[src/rtl/wots_base_w_csum.sv]
// wots_base_w_csum
// Splits a message digest into base-w digits (MSB first), accumulates the
// WOTS checksum while the message digits stream out, then appends the
// checksum digits. The output is one digit per accepted transfer, tagged with
// its chain index, feeding the WOTS chain controller.
//
// Handshake: digit_valid/digit/digit_idx are decoded from registered state
// only. A transfer happens on a rising edge where digit_valid && digit_ready.
// Once digit_valid is high it stays high, and digit/digit_idx stay stable,
// until that transfer. Nothing on the output side depends combinationally
// on digit_ready.
//
// FSM state is held in state_q (type state_t) so checkers can bind to it
// directly.

module wots_base_w_csum #(
  parameter int WOTS_W     = 16,
  parameter int WOTS_LOG_W = 4,
  parameter int KEY_LEN    = 256,
  parameter int WOTS_LEN1  = 64,
  parameter int WOTS_LEN2  = 3,
  parameter int IDX_W      = 7
) (
  input  logic                             clk,
  input  logic                             reset,
  input  logic                             start,
  input  logic [KEY_LEN-1:0]               msg_in,
  input  logic                             digit_ready,
  output logic                             digit_valid,
  output logic [WOTS_LOG_W-1:0]            digit,
  output logic [IDX_W-1:0]                 digit_idx,
  output logic [WOTS_LEN2*WOTS_LOG_W-1:0]  csum_out,
  output logic                             busy,
  output logic                             done
);

  // Checksum accumulator width: wide enough for WOTS_LEN1*(WOTS_W-1) with
  // the standard parameter choices, and exactly WOTS_LEN2 digits wide, so
  // the checksum digits are simply its nibbles from the top down.
  localparam int CSUM_W = WOTS_LEN2 * WOTS_LOG_W;

  localparam logic [CSUM_W-1:0] DIGIT_MAX    = CSUM_W'(WOTS_W - 1);
  localparam logic [IDX_W-1:0]  LAST_MSG_IDX = IDX_W'(WOTS_LEN1 - 1);
  localparam logic [IDX_W-1:0]  LAST_IDX     = IDX_W'(WOTS_LEN1 + WOTS_LEN2 - 1);

  typedef enum logic [1:0] {
    ST_IDLE = 2'd0,
    ST_MSG  = 2'd1,
    ST_CSUM = 2'd2,
    ST_DONE = 2'd3
  } state_t;

  state_t state_q, state_d;

  // The shift register first holds the message; on the last message
  // transfer it is reloaded with the finished checksum in its top bits, so
  // the same head slice drives the digit output in both phases.
  logic [KEY_LEN-1:0]    shift_q, shift_d;
  logic [CSUM_W-1:0]     csum_q, csum_d;
  logic [IDX_W-1:0]      idx_q, idx_d;

  logic                  streaming;
  logic                  xfer;
  logic                  last_msg;
  logic                  last_all;
  logic [WOTS_LOG_W-1:0] head;
  logic [CSUM_W-1:0]     csum_add;

  assign streaming = (state_q == ST_MSG) || (state_q == ST_CSUM);
  assign xfer      = streaming && digit_ready;
  assign last_msg  = (idx_q == LAST_MSG_IDX);
  assign last_all  = (idx_q == LAST_IDX);
  assign head      = shift_q[KEY_LEN-1 -: WOTS_LOG_W];

  // Checksum including the digit being transferred this cycle; on the last
  // message digit this is already the final checksum, so no bubble is needed.
  assign csum_add  = csum_q + DIGIT_MAX
                   - {{(CSUM_W-WOTS_LOG_W){1'b0}}, head};

  // Output decode: all outputs come from registered state only.
  always_comb begin
    digit_valid = streaming;
    busy        = streaming;
    done        = (state_q == ST_DONE);
    digit       = streaming ? head  : '0;
    digit_idx   = streaming ? idx_q : '0;
    csum_out    = csum_q;
  end

  // FSM state register.
  always_ff @(posedge clk or negedge reset) begin
    if (!reset) begin
      state_q <= ST_IDLE;
    end else begin
      state_q <= state_d;
    end
  end

  // FSM next state: start only counts in IDLE; phases advance on the
  // transfer of their last digit; DONE lasts exactly one cycle.
  always_comb begin
    state_d = state_q;
    unique case (state_q)
      ST_IDLE: begin
        if (start) begin
          state_d = ST_MSG;
        end
      end
      ST_MSG: begin
        if (xfer && last_msg) begin
          state_d = ST_CSUM;
        end
      end
      ST_CSUM: begin
        if (xfer && last_all) begin
          state_d = ST_DONE;
        end
      end
      ST_DONE: begin
        state_d = ST_IDLE;
      end
      default: begin
        state_d = ST_IDLE;
      end
    endcase
  end

  // Datapath next values: load on accepted start, shift/count/accumulate on
  // each transfer, hold otherwise (csum is kept through DONE and IDLE).
  always_comb begin
    shift_d = shift_q;
    csum_d  = csum_q;
    idx_d   = idx_q;
    unique case (state_q)
      ST_IDLE: begin
        if (start) begin
          shift_d = msg_in;
          csum_d  = '0;
          idx_d   = '0;
        end
      end
      ST_MSG: begin
        if (xfer) begin
          idx_d  = idx_q + IDX_W'(1);
          csum_d = csum_add;
          if (last_msg) begin
            shift_d = {csum_add, {(KEY_LEN-CSUM_W){1'b0}}};
          end else begin
            shift_d = shift_q << WOTS_LOG_W;
          end
        end
      end
      ST_CSUM: begin
        if (xfer) begin
          idx_d   = idx_q + IDX_W'(1);
          shift_d = shift_q << WOTS_LOG_W;
        end
      end
      default: begin
        shift_d = shift_q;
      end
    endcase
  end

  // Datapath registers; reset clears everything, aborting any run.
  always_ff @(posedge clk or negedge reset) begin
    if (!reset) begin
      shift_q <= '0;
      csum_q  <= '0;
      idx_q   <= '0;
    end else begin
      shift_q <= shift_d;
      csum_q  <= csum_d;
      idx_q   <= idx_d;
    end
  end

endmodule

[config.mk]
export PLATFORM = sky130hd
export DESIGN_NAME = wots_base_w_csum
export DESIGN_NICKNAME = d
export VERILOG_FILES = /design/src/rtl/wots_base_w_csum.sv
export SDC_FILE = /design/constraint.sdc
export NUM_CORES = 1
export LEC_CHECK = 0
export CAP_MARGIN = 25
export CORE_MARGIN = 2
export CORE_UTILIZATION = 47
export CTS_BUF_LIST = sky130_fd_sc_hd__clkbuf_4 sky130_fd_sc_hd__clkbuf_8
export CTS_CLUSTER_DIAMETER = 120
export DETAILED_ROUTE_END_ITERATION = 8
export PLACE_DENSITY_LB_ADDON = 0.2
export RECOVER_POWER = 25
export SLEW_MARGIN = 20
export SYNTH_ARGS = -nofsm -noshare
export SYNTH_HDL_FRONTEND = slang
export SYNTH_SLANG_ARGS = --single-unit
[constraint.sdc]
create_clock -name clk -period 2.7 [get_ports clk]
set_clock_uncertainty 0.15 [all_clocks]
set_input_delay 0.54 -clock clk [delete_from_list [all_inputs] [get_ports clk]]
set_output_delay 0.54 -clock clk [all_outputs]
set_load 0.1 [all_outputs]
## Word level (Yosys, flattened, before mapping)

Index checks and enable logic that the tools add are counted.
W data, S select, Z words.

- Multiplexer cells: 17
- Add/sub/neg operators: 3
- Reduce and logical (&&, ||, !) cells: 13
- Equality and inequality tests: 11

Operators by type and width:

| operator | number |
|---|---|
| $mux W256 | 4 |
| $pmux W256 S3 | 1 |
| $mux W12 | 2 |
| $pmux W12 S2 | 1 |
| $mux W7 | 3 |
| $pmux W7 S2 | 1 |
| $add A12 B4 Y12 const B | 1 |
| $sub A12 B4 Y12 | 1 |
| $reduce_and A3 Y1 | 3 |
| $pmux W2 S4 | 1 |
| $add A7 B1 Y7 const B | 1 |
| $eq A7 B6 Y1 const B | 1 |
| $eq A7 B7 Y1 const B | 1 |
| $mux W2 | 3 |
| $ne A2 B1 Y1 const B | 3 |
| $ne A2 B2 Y1 const B | 3 |
| $eq A2 B2 Y1 const B | 2 |
| $mux W4 | 1 |
| $reduce_and A4 Y1 | 1 |
| $reduce_bool A2 Y1 | 2 |
| $logic_and A1 B1 Y1 | 3 |
| $reduce_bool A3 Y1 | 1 |
| $eq A2 B1 Y1 const B | 1 |
| $logic_not A2 Y1 | 1 |
| other kinds (2) | 2 |

- Logic and storage cells: 48
- Input port bits: 260
- Register bits after elaboration: 277
- Output and inout port bits: 26

## Depth between registers and ports, before layout

- Word-level depth: 6
- Mapped depth: 10
- Mapped depth without buffers: 10

## Worst setup path after synthesis

No wires, ideal clock.

- Path type: reg2out
- From: register state_q[0]
- To: output port digit[0]
- Arrival time: 3412 ps
- Path buffers: 3
- Cell stages (with the launch flop): 8
- Required time: 2010 ps
- Path slack: -1402 ps
- Cells stage by stage: dfrtp_1 > inv_1 > ha_1 > buf_6 > inv_1 > clkbuf_1 > clkbuf_1 > nor2_1

- Cells in the longest elaborated chain, start to end: 3
- Elaborated cells on any way between the ends: 4
- Classes of those cells: eq/ne (2); mux (1); reduce/logical (1)

RTL lines:

| element | line | text |
|---|---|---|
| from (decl) | 53 | `state_t state_q, state_d;` |
| from (signal assigned) | 95 | `state_q <= state_d;` |
| $eq A2 B1 Y1 / $eq A2 B2 Y1 (equally long branches) | 69 | `assign streaming = (state_q == ST_MSG) \|\| (state_q == ST_CSUM);` |
| $logic_or A1 B1 Y1 * | 69 |  |
| via busy | 33 | `output logic busy,` |
| $mux W4 * | 85 | `digit = streaming ? head : '0;` |
| to (decl) | 30 | `output logic [WOTS_LOG_W-1:0] digit,` |

The timed path passes the listed nets; every way through them passes the cells marked *.

## Worst setup path in the final report

- From: register csum_q[1], in the netlist csum_out[1]
- To: register shift_q[255]

- Cells in the longest elaborated chain, start to end: 5

RTL lines:

| element | line | text |
|---|---|---|
| from (decl) | 59 | `logic [CSUM_W-1:0] csum_q, csum_d;` |
| from (signal assigned) | 173 | `csum_q <= csum_d;` |
| $add A12 B4 Y12 | 77 | `assign csum_add = csum_q + DIGIT_MAX` |
| $sub A12 B4 Y12 | 78 | `- {{(CSUM_W-WOTS_LOG_W){1'b0}}, head};` |
| $mux W256 | 146 | `if (last_msg) begin` |
| $mux W256 | 143 | `if (xfer) begin` |
| $pmux W256 S3 | 134 | `unique case (state_q)` |
| to (signal assigned) | 172 | `shift_q <= shift_d;` |
| to (decl) | 58 | `logic [KEY_LEN-1:0] shift_q, shift_d;` |

No other way between the ends. The select of a mux whose other input is x is not followed.
A chain may end at the register's enable or synchronous reset.

==> results.sh <==
export IMPL_status="finished, final reports clean"
export IMPL_crit_type="flop to flop"
export IMPL_reg2reg_to="shift_q[255]"
export IMPL_tightest_slew_ns=1.076
export IMPL_num_vias=11608
export IMPL_setup_viol=0
export IMPL_synthArstFlopShare_pct=100.0
export IMPL_post_dp_cell_area_sq_um=16740
export IMPL_finalCriticalPeriod_ns=2.670
export IMPL_die_x_microns=171.2
export IMPL_ys_seq_area_share_pct=52.73
export IMPL_timing_hold_violations_final=0
export IMPL_fin_ws_ns=0.03049
export IMPL_grt_first_pass_wirelength_mm=58.44
export IMPL_finalMaxSlewViolations=0
export IMPL_whs_path_depth=2
export IMPL_max_freq_mhz=374.6
export IMPL_fin_area_sq_um=17760
export IMPL_die_area_sq_um=29320
export IMPL_cts_buffers=49
export IMPL_yosys_cell_types_count=53
export IMPL_ir_worst_vdd_mv=0.9993
export IMPL_num_io_pins=286
export IMPL_finalCritPeriodShare_pct=98.87
export IMPL_core_sq_um=27630
export IMPL_drive_above_1_share_pct=12.24
export IMPL_r2r_start="csum_out[1]"
export IMPL_required_ns=3.03
export IMPL_synthCells=1368
export IMPL_first_pass_iters=6
export IMPL_antenna_found_initial=2
export IMPL_grt_usage_pct=24.80
export IMPL_start_kind="flop"
export IMPL_syn_nets=1652
export IMPL_htreeDepth=2
export IMPL_ys_ff_latch=277
export IMPL_hold_ws_ns=0.3202
export IMPL_synth_edf_count=0
export IMPL_p_per_area_nw_per_um2=1569
export IMPL_reg2reg_slack_ns=0.03
export IMPL_portBuffers=285
export IMPL_gp_congestion=0.9161
export IMPL_clock_sinks=277
export IMPL_avgSynthCellArea_sq_um=9.610
export IMPL_leakage_nw=7.464
export IMPL_clk_latency_ns=0.56
export IMPL_clock_path_buffers=3
export IMPL_drt_iter0_drc=1115
export IMPL_dp_slack_ns=0.03180
export IMPL_start_util_pct=47.58
export IMPL_cts_tree="yes"
export IMPL_root_buffer="clkbuf_8"
export IMPL_hpwlAfterDp_mm=24.63
export IMPL_worstHoldEndpoint="shift_q[1]"
export IMPL_rows=61
export IMPL_nNetsFinal=1930
export IMPL_overflow=0
export IMPL_drc=0
export IMPL_drt_total_wl_mm=36.52
export IMPL_die_y_microns=171.2
export IMPL_wl_per_cell_microns=17.77
export IMPL_hold_class="flop to flop"
export IMPL_synth_warnings=0
export IMPL_synth_ff_type="dfrtp_1"
export IMPL_rsz0062_at_grt="yes"
export IMPL_crit_fanout=4
export IMPL_drv_cap=0
export IMPL_holdCritStartpoint="shift_q[1]"
export IMPL_grt_max_degree=98
export IMPL_area_growth_pct=35.11
export IMPL_grt_pass1_vias=11381
export IMPL_worstSetupEndpointType="flop"
export IMPL_vias_per_cell=5.649
export IMPL_r2r_cells=9
export IMPL_slew_headroom_pct=28.25
export IMPL_postRouteAntennaNets=0
export IMPL_syn_cell_area_sq_um=13150
export IMPL_clkTransAtPathRegs_ns=0.06
export IMPL_worstPathArrival_ns=3.00
export IMPL_power_mw=27.88
## per-layer routing
layer	wire, microns	track usage, %	part of all wire (%)	vias to the layer above
met5	16	0	0.044	-
met4	1017	8.254	2.8	2
met3	2611	6.420	7.2	76
met2	17750	40.66	49	385
met1	15120	32.19	41	5656
li1	-	-	-	5489
## how the worst max path moves through the flow
stage,from,to,slack (ns),cells past startpoint
global placement,csum_out[1],shift_q[255],0.06,9
detailed placement,csum_out[1],shift_q[255],0.03,9
floorplan,csum_out[1],shift_q[255],-0.002,9
CTS,csum_out[1],shift_q[255],0.01,9
finish,csum_out[1],shift_q[255],0.03,9
global route,csum_out[1],shift_q[255],-0.04,9
## cell type report
| class | count | area [sq um] |
|---|---|---|
| Clock inverter | 3 | 42.54 |
| Clock buffer | 77 | 959.7 |
| Sequential cell | 277 | 6948 |
| Antenna cell | 2 | 5.005 |
| Timing Repair Buffer | 347 | 3704 |
| Multi-Input combinational cell | 952 | 5547 |
| Tap cell | 378 | 473.0 |
| Fill cell | 2355 | 9867 |
| Inverter | 19 | 83.83 |
## logic make-up after synthesis
kind of cell	count (synthesis)	synth area share [%]
buffers and inverters	139	5.853
flip-flops	277	52.73
adder cells (fa/ha/maj)	24	2.341
multiplexers	4	0.3616
AO/OA/AOI/OAI	337	20.73
XOR/XNOR	10	0.6662
AND/OR/NAND/NOR	577	17.32
## critical path, cell delays in order (launching register included)
cell and delay [ns]:
dfrtp_4 0.50, ha_4 0.23, ha_4 0.16, fa_2 0.38, a21oi_2 0.17, o211ai_1 0.18
o311a_1 0.37, and3_1 0.19, nor3_2 0.10, a2bb2oi_1 0.16
## cells in the final DEF (no fill, tap or decap), types with 3 or more instances in the layout
cell,count
clkdlybuf4s50_1,258
o211ai_1,3
ha_1,19
ha_4,3
inv_1,16
buf_12,36
a22o_1,6
clkbuf_8,61
buf_4,47
or3_1,3
xor2_1,6
a221oi_1,242
nor2_1,490
nor2_4,5
and2_1,7
xnor2_1,4
nand2_1,36
dfrtp_1,268
nand3_1,18
a21oi_1,19
a22oi_1,3
clkbuf_4,17
a21o_1,8
o2111ai_1,4
a31oi_1,4
o21ai_0,34
dfrtp_2,7
## flip-flops by register name, summed over array words and instances, names as in the netlist
register,flops
csum_out,12
idx_q,7
shift_q,256
state_q,2
## synthesized netlist by cell type (3+ instances only)
master       n  area (sq um)
a31oi_1      4         25.02
a21oi_1     20         100.1
clkbuf_1    62         232.7
inv_1       19         71.32
xor2_1       6         52.55
buf_2       27         135.1
ha_1        23         287.8
a21o_1       8         60.06
nand2_1     37         138.9
or3_1        3         18.77
o2111ai_1    4         35.03
a221oi_1   242          2120
and2_1       8         50.05
o211ai_1     3         22.52
a22o_1       6         52.55
dfrtp_1    277          6932
nand3_1     18         90.09
xnor2_1      4         35.03
a22oi_1      3         22.52
buf_6       26         292.8
nor2_1     495          1858
o21ai_0     34         170.2
## through the flow
step                 TNS (ns)  utilization [%]  instances
CTS                         0            64.39       2051
global placement            0            60.59       1966
detailed placement          0            60.59       1966
floorplan           -0.001852                -       1368
global route         -0.04994            64.28       2054
finish                      0            64.29       2055
## repair_timing
action | in CTS | in global routing
hold buffers | 1 | 0
resized for setup | 2 | 1
setup endpoints to repair | 10 | 3
hold endpoints to repair | 63 | 0
pin swaps | 1 | 3
setup buffers | 4 | 2
## report_power, final
part           total (mW)  switching, mW  internal, mW
Combinational        16.1           9.78          6.33
Clock                3.97           1.65          2.32
Sequential           7.80           1.27          6.53
No activity file was read; power rests on OpenSTA's default activity.
